===== src/rtl/ssd_reader_pkg.sv =====
// Shared constants and types for the 7-segment reader: legal active-low
// segment patterns (bit0=a .. bit6=g) and the settle FSM encoding.
package ssd_reader_pkg;

    typedef enum logic {
        HOLD   = 1'b0,
        SETTLE = 1'b1
    } state_t;

    localparam logic [6:0] SEG_BLANK = 7'h7F;

    // Index is the hex digit the pattern represents.
    localparam logic [6:0] SEG_PATTERNS [16] = '{
        7'h40, 7'h79, 7'h24, 7'h30, 7'h19, 7'h12, 7'h02, 7'h78,
        7'h00, 7'h18, 7'h08, 7'h03, 7'h46, 7'h21, 7'h06, 7'h0E
    };

endpackage


===== src/rtl/seg_pattern_lookup.sv =====
// Combinational map from an active-low segment pattern to its hex digit.
module seg_pattern_lookup
    import ssd_reader_pkg::*;
(
    input  logic [6:0] pattern,
    output logic [3:0] digit,
    output logic       legal
);

    // NOTE: every output gets a default before the search so no latch is inferred.
    always_comb begin
        digit = '0;
        legal = 1'b0;
        for (int i = 0; i < 16; i++) begin
            if (pattern == SEG_PATTERNS[i]) begin
                digit = 4'(i);
                legal = 1'b1;
            end
        end
    end

endmodule


===== src/rtl/ssd_reader.sv =====
// Debounces an asynchronous 7-segment bus and reports the stable hex digit,
// blank display, or illegal patterns once a pattern holds STABLE_CYCLES.
module ssd_reader
    import ssd_reader_pkg::*;
#(
    parameter int unsigned STABLE_CYCLES = 50000
) (
    input  logic       clk,
    input  logic       reset,
    input  logic [6:0] seg_in,
    output logic [3:0] digit_out,
    output logic       digit_valid,
    output logic       seg_err,
    output logic       blank
);

    localparam logic [15:0] CNT_LAST = 16'(STABLE_CYCLES - 1);

    logic [6:0]  s1, s2, cand;
    logic [15:0] cnt;
    state_t      state, state_next;
    logic        load_cand, cnt_inc, classify;
    logic [3:0]  cand_digit;
    logic        cand_legal;

    // NOTE: sequential state uses non-blocking assignments so every flop samples pre-edge values.
    always_ff @(posedge clk or negedge reset) begin
        if (!reset) begin
            s1 <= SEG_BLANK;
            s2 <= SEG_BLANK;
        end else begin
            s1 <= seg_in;
            s2 <= s1;
        end
    end

    always_ff @(posedge clk or negedge reset) begin
        if (!reset) state <= HOLD;
        else        state <= state_next;
    end

    always_comb begin
        state_next = state;
        case (state)
            HOLD:    if (s2 != cand) state_next = SETTLE;
            SETTLE:  if (s2 == cand && cnt == CNT_LAST) state_next = HOLD;
            default: state_next = HOLD;
        endcase
    end

    // Any difference from the candidate restarts the count, in either state.
    always_comb begin
        load_cand = (s2 != cand);
        cnt_inc   = (state == SETTLE) && !load_cand && (cnt != CNT_LAST);
        classify  = (state == SETTLE) && !load_cand && (cnt == CNT_LAST);
    end

    always_ff @(posedge clk or negedge reset) begin
        if (!reset) begin
            cand <= SEG_BLANK;
            cnt  <= '0;
        end else if (load_cand) begin
            cand <= s2;
            cnt  <= '0;
        end else if (cnt_inc) begin
            cnt  <= cnt + 16'd1;
        end
    end

    seg_pattern_lookup u_lookup (
        .pattern (cand),
        .digit   (cand_digit),
        .legal   (cand_legal)
    );

    always_ff @(posedge clk or negedge reset) begin
        if (!reset) begin
            digit_out   <= '0;
            digit_valid <= 1'b0;
            seg_err     <= 1'b0;
            blank       <= 1'b1;
        end else begin
            digit_valid <= 1'b0;
            seg_err     <= 1'b0;
            if (classify) begin
                if (cand_legal) begin
                    // Leaving blank re-announces the digit even if it is unchanged.
                    if (cand_digit != digit_out || blank) begin
                        digit_out   <= cand_digit;
                        digit_valid <= 1'b1;
                        blank       <= 1'b0;
                    end
                end else if (cand == SEG_BLANK) begin
                    blank <= 1'b1;
                end else begin
                    seg_err <= 1'b1;
                end
            end
        end
    end

endmodule


===== config.mk =====
export PLATFORM = sky130hd
export DESIGN_NAME = ssd_reader
export DESIGN_NICKNAME = d
export VERILOG_FILES = /design/src/rtl/ssd_reader_pkg.sv /design/src/rtl/seg_pattern_lookup.sv /design/src/rtl/ssd_reader.sv
export SDC_FILE = /design/constraint.sdc
export NUM_CORES = 1
export LEC_CHECK = 0
export CAP_MARGIN = 20
export CORE_MARGIN = 1
export CORE_UTILIZATION = 45
export CTS_BUF_LIST = sky130_fd_sc_hd__clkbuf_8
export DETAILED_ROUTE_END_ITERATION = 8
export GPL_TIMING_DRIVEN = 0
export HOLD_SLACK_MARGIN = 0.12
export PLACE_DENSITY = 0.74
export SLEW_MARGIN = 15
export SYNTH_ARGS = -nofsm -noshare
export SYNTH_HDL_FRONTEND = slang
export SYNTH_SLANG_ARGS = --single-unit

===== constraint.sdc =====
create_clock -name clk -period 2.6 [get_ports clk]
set_input_delay 0.52 -clock clk [delete_from_list [all_inputs] [get_ports clk]]
set_output_delay 0.52 -clock clk [all_outputs]
set_load 0.01 [all_outputs]

After elaboration in Yosys (flattened, before gate mapping)
Cells that the tools add are included.
- register bits: 45
- bits in latches: 0
- memory bits (writable): 0
- memory bits (read-only): 0
- bits of input ports: 9
- output and inout bits: 7
- memories: 0
- add/subtract/negate cells: 1
- multipliers: 0
- div/mod/pow operators: 0
- magnitude comparators: 0
- eq/ne operators: 22
- shift-type cells: 0
- mux-type cells: 45
- bitwise logic cells: 1
- reduce and logical (&&, ||, !) cells: 11
- operator list (kind ; count):
    $eq A7 B7 Y1 const B ; 5
    $mux W16 ; 2
    $mux W4 ; 8
    $mux W1 ; 28
    $eq A7 B5 Y1 const B ; 3
    $eq A7 B6 Y1 const B ; 3
    $add A16 B1 Y16 const B ; 1
    $eq A16 B16 Y1 const B ; 1
    $ne A16 B16 Y1 const B ; 1
    $eq A7 B2 Y1 const B ; 2
    $eq A7 B4 Y1 const B ; 2
    $mux W3 ; 4
    $eq A7 B3 Y1 const B ; 1
    $eq A7 B7 Y1 ; 1
    $logic_not A7 Y1 ; 1
    $ne A7 B7 Y1 ; 1
    $reduce_and A3 Y1 ; 2
    $logic_and A1 B1 Y1 ; 4
    $mux W2 ; 2
    $ne A4 B4 Y1 ; 1
    $reduce_bool A2 Y1 ; 2
    $ne A2 B1 Y1 const B ; 1
    $pmux W1 S2 ; 1
    $logic_not A1 Y1 ; 1
    2 further kinds ; 2

Depth between registers and ports, before layout
Gate-level depths: netlist (run 1).
- depth in word-level cells: 21
- gate-level depth with buffers: 8
- gate-level depth less buffers: 7

By module
Synthesis (run 1) repeated with hierarchy kept, for this count alone.
- cells, all modules: 201
- area total of the unflattened synthesis: 2239.6 sq um
- modules (own cells, without submodules) (module ; times used ; cells an instance ; area each (sq um) ; sequential area each (sq um)):
    ssd_reader ; 1 ; 147 ; 1853.0 ; 1153.6
    seg_pattern_lookup ; 1 ; 54 ; 386.6 ; 0.0

Worst setup path after synthesis (run 1)
Ideal clock, no wire load.
- kind: register -> register
- from: register cnt[11]
- to: register digit_out[1]
- setup time: 125 ps
- arrival time: 2283 ps
- required time: 2475 ps
- slack: 192 ps
- stages on the path, launching flop included: 6
- path buffers: 0
- period minus slack after synthesis: 2408 ps
- path through: dfrtp_1 or4b_4 or4_1 or3_4 a21oi_4 mux2_4
- word-level cells in the longest chain between the ends: 3
- RTL lines (element ; RTL line ; source):
    start, declared ; ssd_reader.sv:20 ; logic [15:0] cnt;
    start signal, assigned ; ssd_reader.sv:66 ; cnt <= cnt + 16'd1;
    $eq A16 B16 Y1 ; ssd_reader.sv:55 ; classify = (state == SETTLE) && !load_cand && (cnt == CNT_LAST);
    $logic_and A1 B1 Y1 ; ssd_reader.sv:55 ;
    $reduce_and A3 Y1 (no line) ; - ;
    end signal, assigned ; ssd_reader.sv:89 ; digit_out <= cand_digit;
    end, declared ; ssd_reader.sv:11 ; output logic [3:0] digit_out,
No other way between the ends.
A chain may end at the register's enable or synchronous reset.

Final worst setup path (run 1)
Ends and elaborated chain as after synthesis.

==> flow_summary.yaml, run 1 <==
run_status:
  status: "finished clean"
placed_design:
  placed_cells: 273
  gp_congestion: 0.839
  dpl_worst_slack_ps: 50.5
  dp_hpwl_mm: 2.63
  io_buffer_count: 15
  placed_area_sq_um: 2400
pwr:
  p_leak_nw: 1.01
  p_int_uw: 985
  pwr-share-seq: 0.583
  finalPower_mw: 1.27
  pwr-share-clk: 0.347
  p_sw_frac: 0.227
  irDropWorstVdd_mv: 0.371
  powerDensity_nw_per_um2: 505
  p_sw_uw: 290
  combPwrFrac: 0.070
global_routing:
  grt_antenna_before_repair: 0
  grt_max_degree: 30
  grt.overflow.total: 0
  grt_pass1_wl_mm: 6.55
  grt_usage: 0.166
  grt_pass1_vias: 1420
sta:
  worst_hold_slack_ps: 139
  fmax_ghz: 0.394
  hold_viol_final: 0
  tns_ps: 0
  finalSetupViolCount: 0
  layout_min_cycle_time_ps: 2540
  skew_ps: 5.12
  slew_headroom: 0.328
  setup_slack_ps: 62.4
  fin_crit_sh: 0.976
  drv_slew: 0
  worst_pin_slew_ps: 999
drt:
  wl_per_cell_um: 12.8
  via_per_inst: 5.33
  ant_nets: 0
  drt-total-wl_mm: 3.65
  drc_errors: 0
  drt_iter0_drc: 130
  firstDrtPassIters: 4
  vias: 1513
floorplan:
  rows: 24
  io-pin-count: 16
  fp.dieW_um: 71.4
  start_util: 0.481
  coreArea_sq_um: 4500
  die_area_sq_um: 5100
  die_h_um: 71.4
min_path:
  hold_class: "input pin to asynchronous set/reset pin"
synth:
  avgSynthCellArea_sq_um: 10.6
  synth-edff-count: 0
  syn_area_sq_um: 2170
  synth-async-reset-ratio: 1.00
  synth_nets: 215
  syn_inst: 205
  yosysWarnings: 0
  synth_ff_type: "dfrtp_1"
  ys_types: 47
  ys_seq_elements: 45
  ys_seq_area_frac: 0.532
finish:
  finalInstanceArea_sq_um: 2520
  area_growth_pct: 16.3
  drive_gt1_frac: 0.203
  n_antenna_cell: 0
  multi_input_area_sq_um: 922
  n_fill_cell: 392
  nets: 241
  stdcell_count: 284
  fin_util: 0.560
  regArea_sq_um: 1150
critical_path:
  crit_slowest_cell: "or4_1"
  path_delay_family: "simple AND/OR/NAND/NOR gates"
  startpoint: "cnt[11]"
  cp.required_ps: 2780
  cp-end-kind: "flip-flop"
  r2r_start: "cnt[11]"
  cpPeakStageDelay_ps: 550
  critPathMaxFanout: 5
  path_cells: "or4b_4, or4_1, or3_4, a21oi_4, mux2_4"
  crit_type: "flip-flop to flip-flop"
  crit_path_start_kind: "flip-flop"
  path_buf_inv: 0
  arrival_ps: 2720
clock_network:
  clkTransAtPathRegs_ps: 80
  cts_htree_levels: 2
  cts_tree: "done"
  cts_buffer_depth: 2
  hold_buffers: 0
  cts-root-buf: "clkbuf_8"
  cts_buffers: 5
  clock-sinks: 45
  insertion_delay_ps: 290
flow_run:
  maxCapViolCount: 0
[sequential cells by signal, summed over array words and instances (netlist names)]
| register | count |
|---|---|
| digit_out | 4 |
| cnt | 16 |
| cand | 7 |
| s1 | 7 |
| seg_err | 1 |
| digit_valid | 1 |
| s2 | 7 |
| state | 1 |
| blank | 1 |
[cells in the mapped netlist (all sizes together), types with 2 or more instances]
cell type / count / area, sq um
nor4: 4 / 25.0
o41a: 2 / 23.8
buf: 3 / 13.8
nor4bb: 2 / 20.0
dfstp: 22 / 578
dfrtp: 23 / 576
clkbuf: 14 / 52.6
xnor2: 5 / 43.8
and3b: 2 / 17.5
mux2: 2 / 30.0
nand3: 10 / 50.1
a22oi: 2 / 15.0
nor3b: 3 / 22.5
nor2: 23 / 86.3
nor3: 4 / 20.0
mux2i: 2 / 20.0
nand4: 4 / 25.0
inv: 7 / 26.3
a21oi: 9 / 56.3
o21ai: 7 / 35.0
nand2b: 3 / 18.8
or4bb: 2 / 22.5
or3: 4 / 30.0
and2: 2 / 12.5
xor2: 20 / 175
nand2: 7 / 26.3
and4: 2 / 18.8
[path summary, 6_finish.rpt]
kind | endpoint | slack, ps | depth (start not counted)
setup / recovery | digit_out[1] | 60 | 5
hold / removal | cnt[0] | 140 | 1
setup reg to reg | digit_out[1] | 60 | 5
hold reg to reg | s2[3] | 360 | 0
max in group asynchronous | cand[6] | 1920 | 2
min in group clk | s2[3] | 360 | 0
[routing by layer]
metal	vias up	GRT usage	wire length, um
li1	755	-	-
met1	723	0.232	1760
met2	31	0.250	1740
met3	4	0.0394	118
met4	0	0.0711	31
met5	-	0	0
[layout make-up]
cell class,count,area share
Multi-Input combinational cell,136,0.366
Clock buffer,6,0.0327
Tap cell,52,0.0258
Buffer,16,0.0253
Timing Repair Buffer,20,0.0774
Clock inverter,2,0.00546
Sequential cell,45,0.457
Inverter,7,0.0104
[placed cells by master, fill, tap and decap left out, types with 4 or more instances in the layout]
cell	Yosys	layout
a21oi_1	8	8
buf_4	0	4
clkbuf_1	14	13
clkbuf_8	0	6
clkdlybuf4s50_1	0	14
dfrtp_1	23	23
dfstp_2	22	22
inv_1	7	7
nand2_1	7	7
nand3_1	10	10
nand4_1	4	4
nor2_1	23	23
nor3_1	4	4
nor4_1	4	4
o21ai_0	7	7
xnor2_1	5	5
xor2_1	20	20
[worst register-to-register path, delay by kind of cell (launching register included)]
family / cells / cell delay (ps)
AO/OA/AOI/OAI: 1 / 210
flip-flops: 1 / 440
multiplexers: 1 / 320
AND/OR/NAND/NOR: 3 / 1470
[cells by family after synthesis]
family | after synthesis | synth area share
AOI/OAI and AO/OA | 27 | 0.0860
xor gates and xnor gates | 25 | 0.101
adders and majority gates | 1 | 0.00577
buffers and inverters | 24 | 0.0427
DFF | 45 | 0.532
muxes | 4 | 0.0231
and+or+nand+nor | 79 | 0.209
[power groups by stage]
stage          Clock (mW)  Combinational (mW)  Sequential, mW
2_1_floorplan           0              0.0537           0.751
3_3_place_gp            0              0.0875           0.753
3_5_place_dp            0              0.0922           0.755
4_1_cts             0.462              0.0925           0.742
5_1_grt             0.485               0.102           0.747
6_report            0.442              0.0895           0.744
[what timing repair did]
item,CTS,global route
resized for setup,0,1
setup endpoints to repair,0,3
buffers inserted,0,4
(Power assumes the default switching activity.)
==> inputs of run 2 (changes only) <==
--- a/config.mk
+++ b/config.mk
@@ -5,7 +5,6 @@
 export SDC_FILE = /design/constraint.sdc
 export NUM_CORES = 1
 export LEC_CHECK = 0
-export CAP_MARGIN = 20
 export CORE_MARGIN = 1
 export CORE_UTILIZATION = 45
 export CTS_BUF_LIST = sky130_fd_sc_hd__clkbuf_8
==> results of run 2 <==
The final DEF is identical to that of run 1; final timing and power are the same.
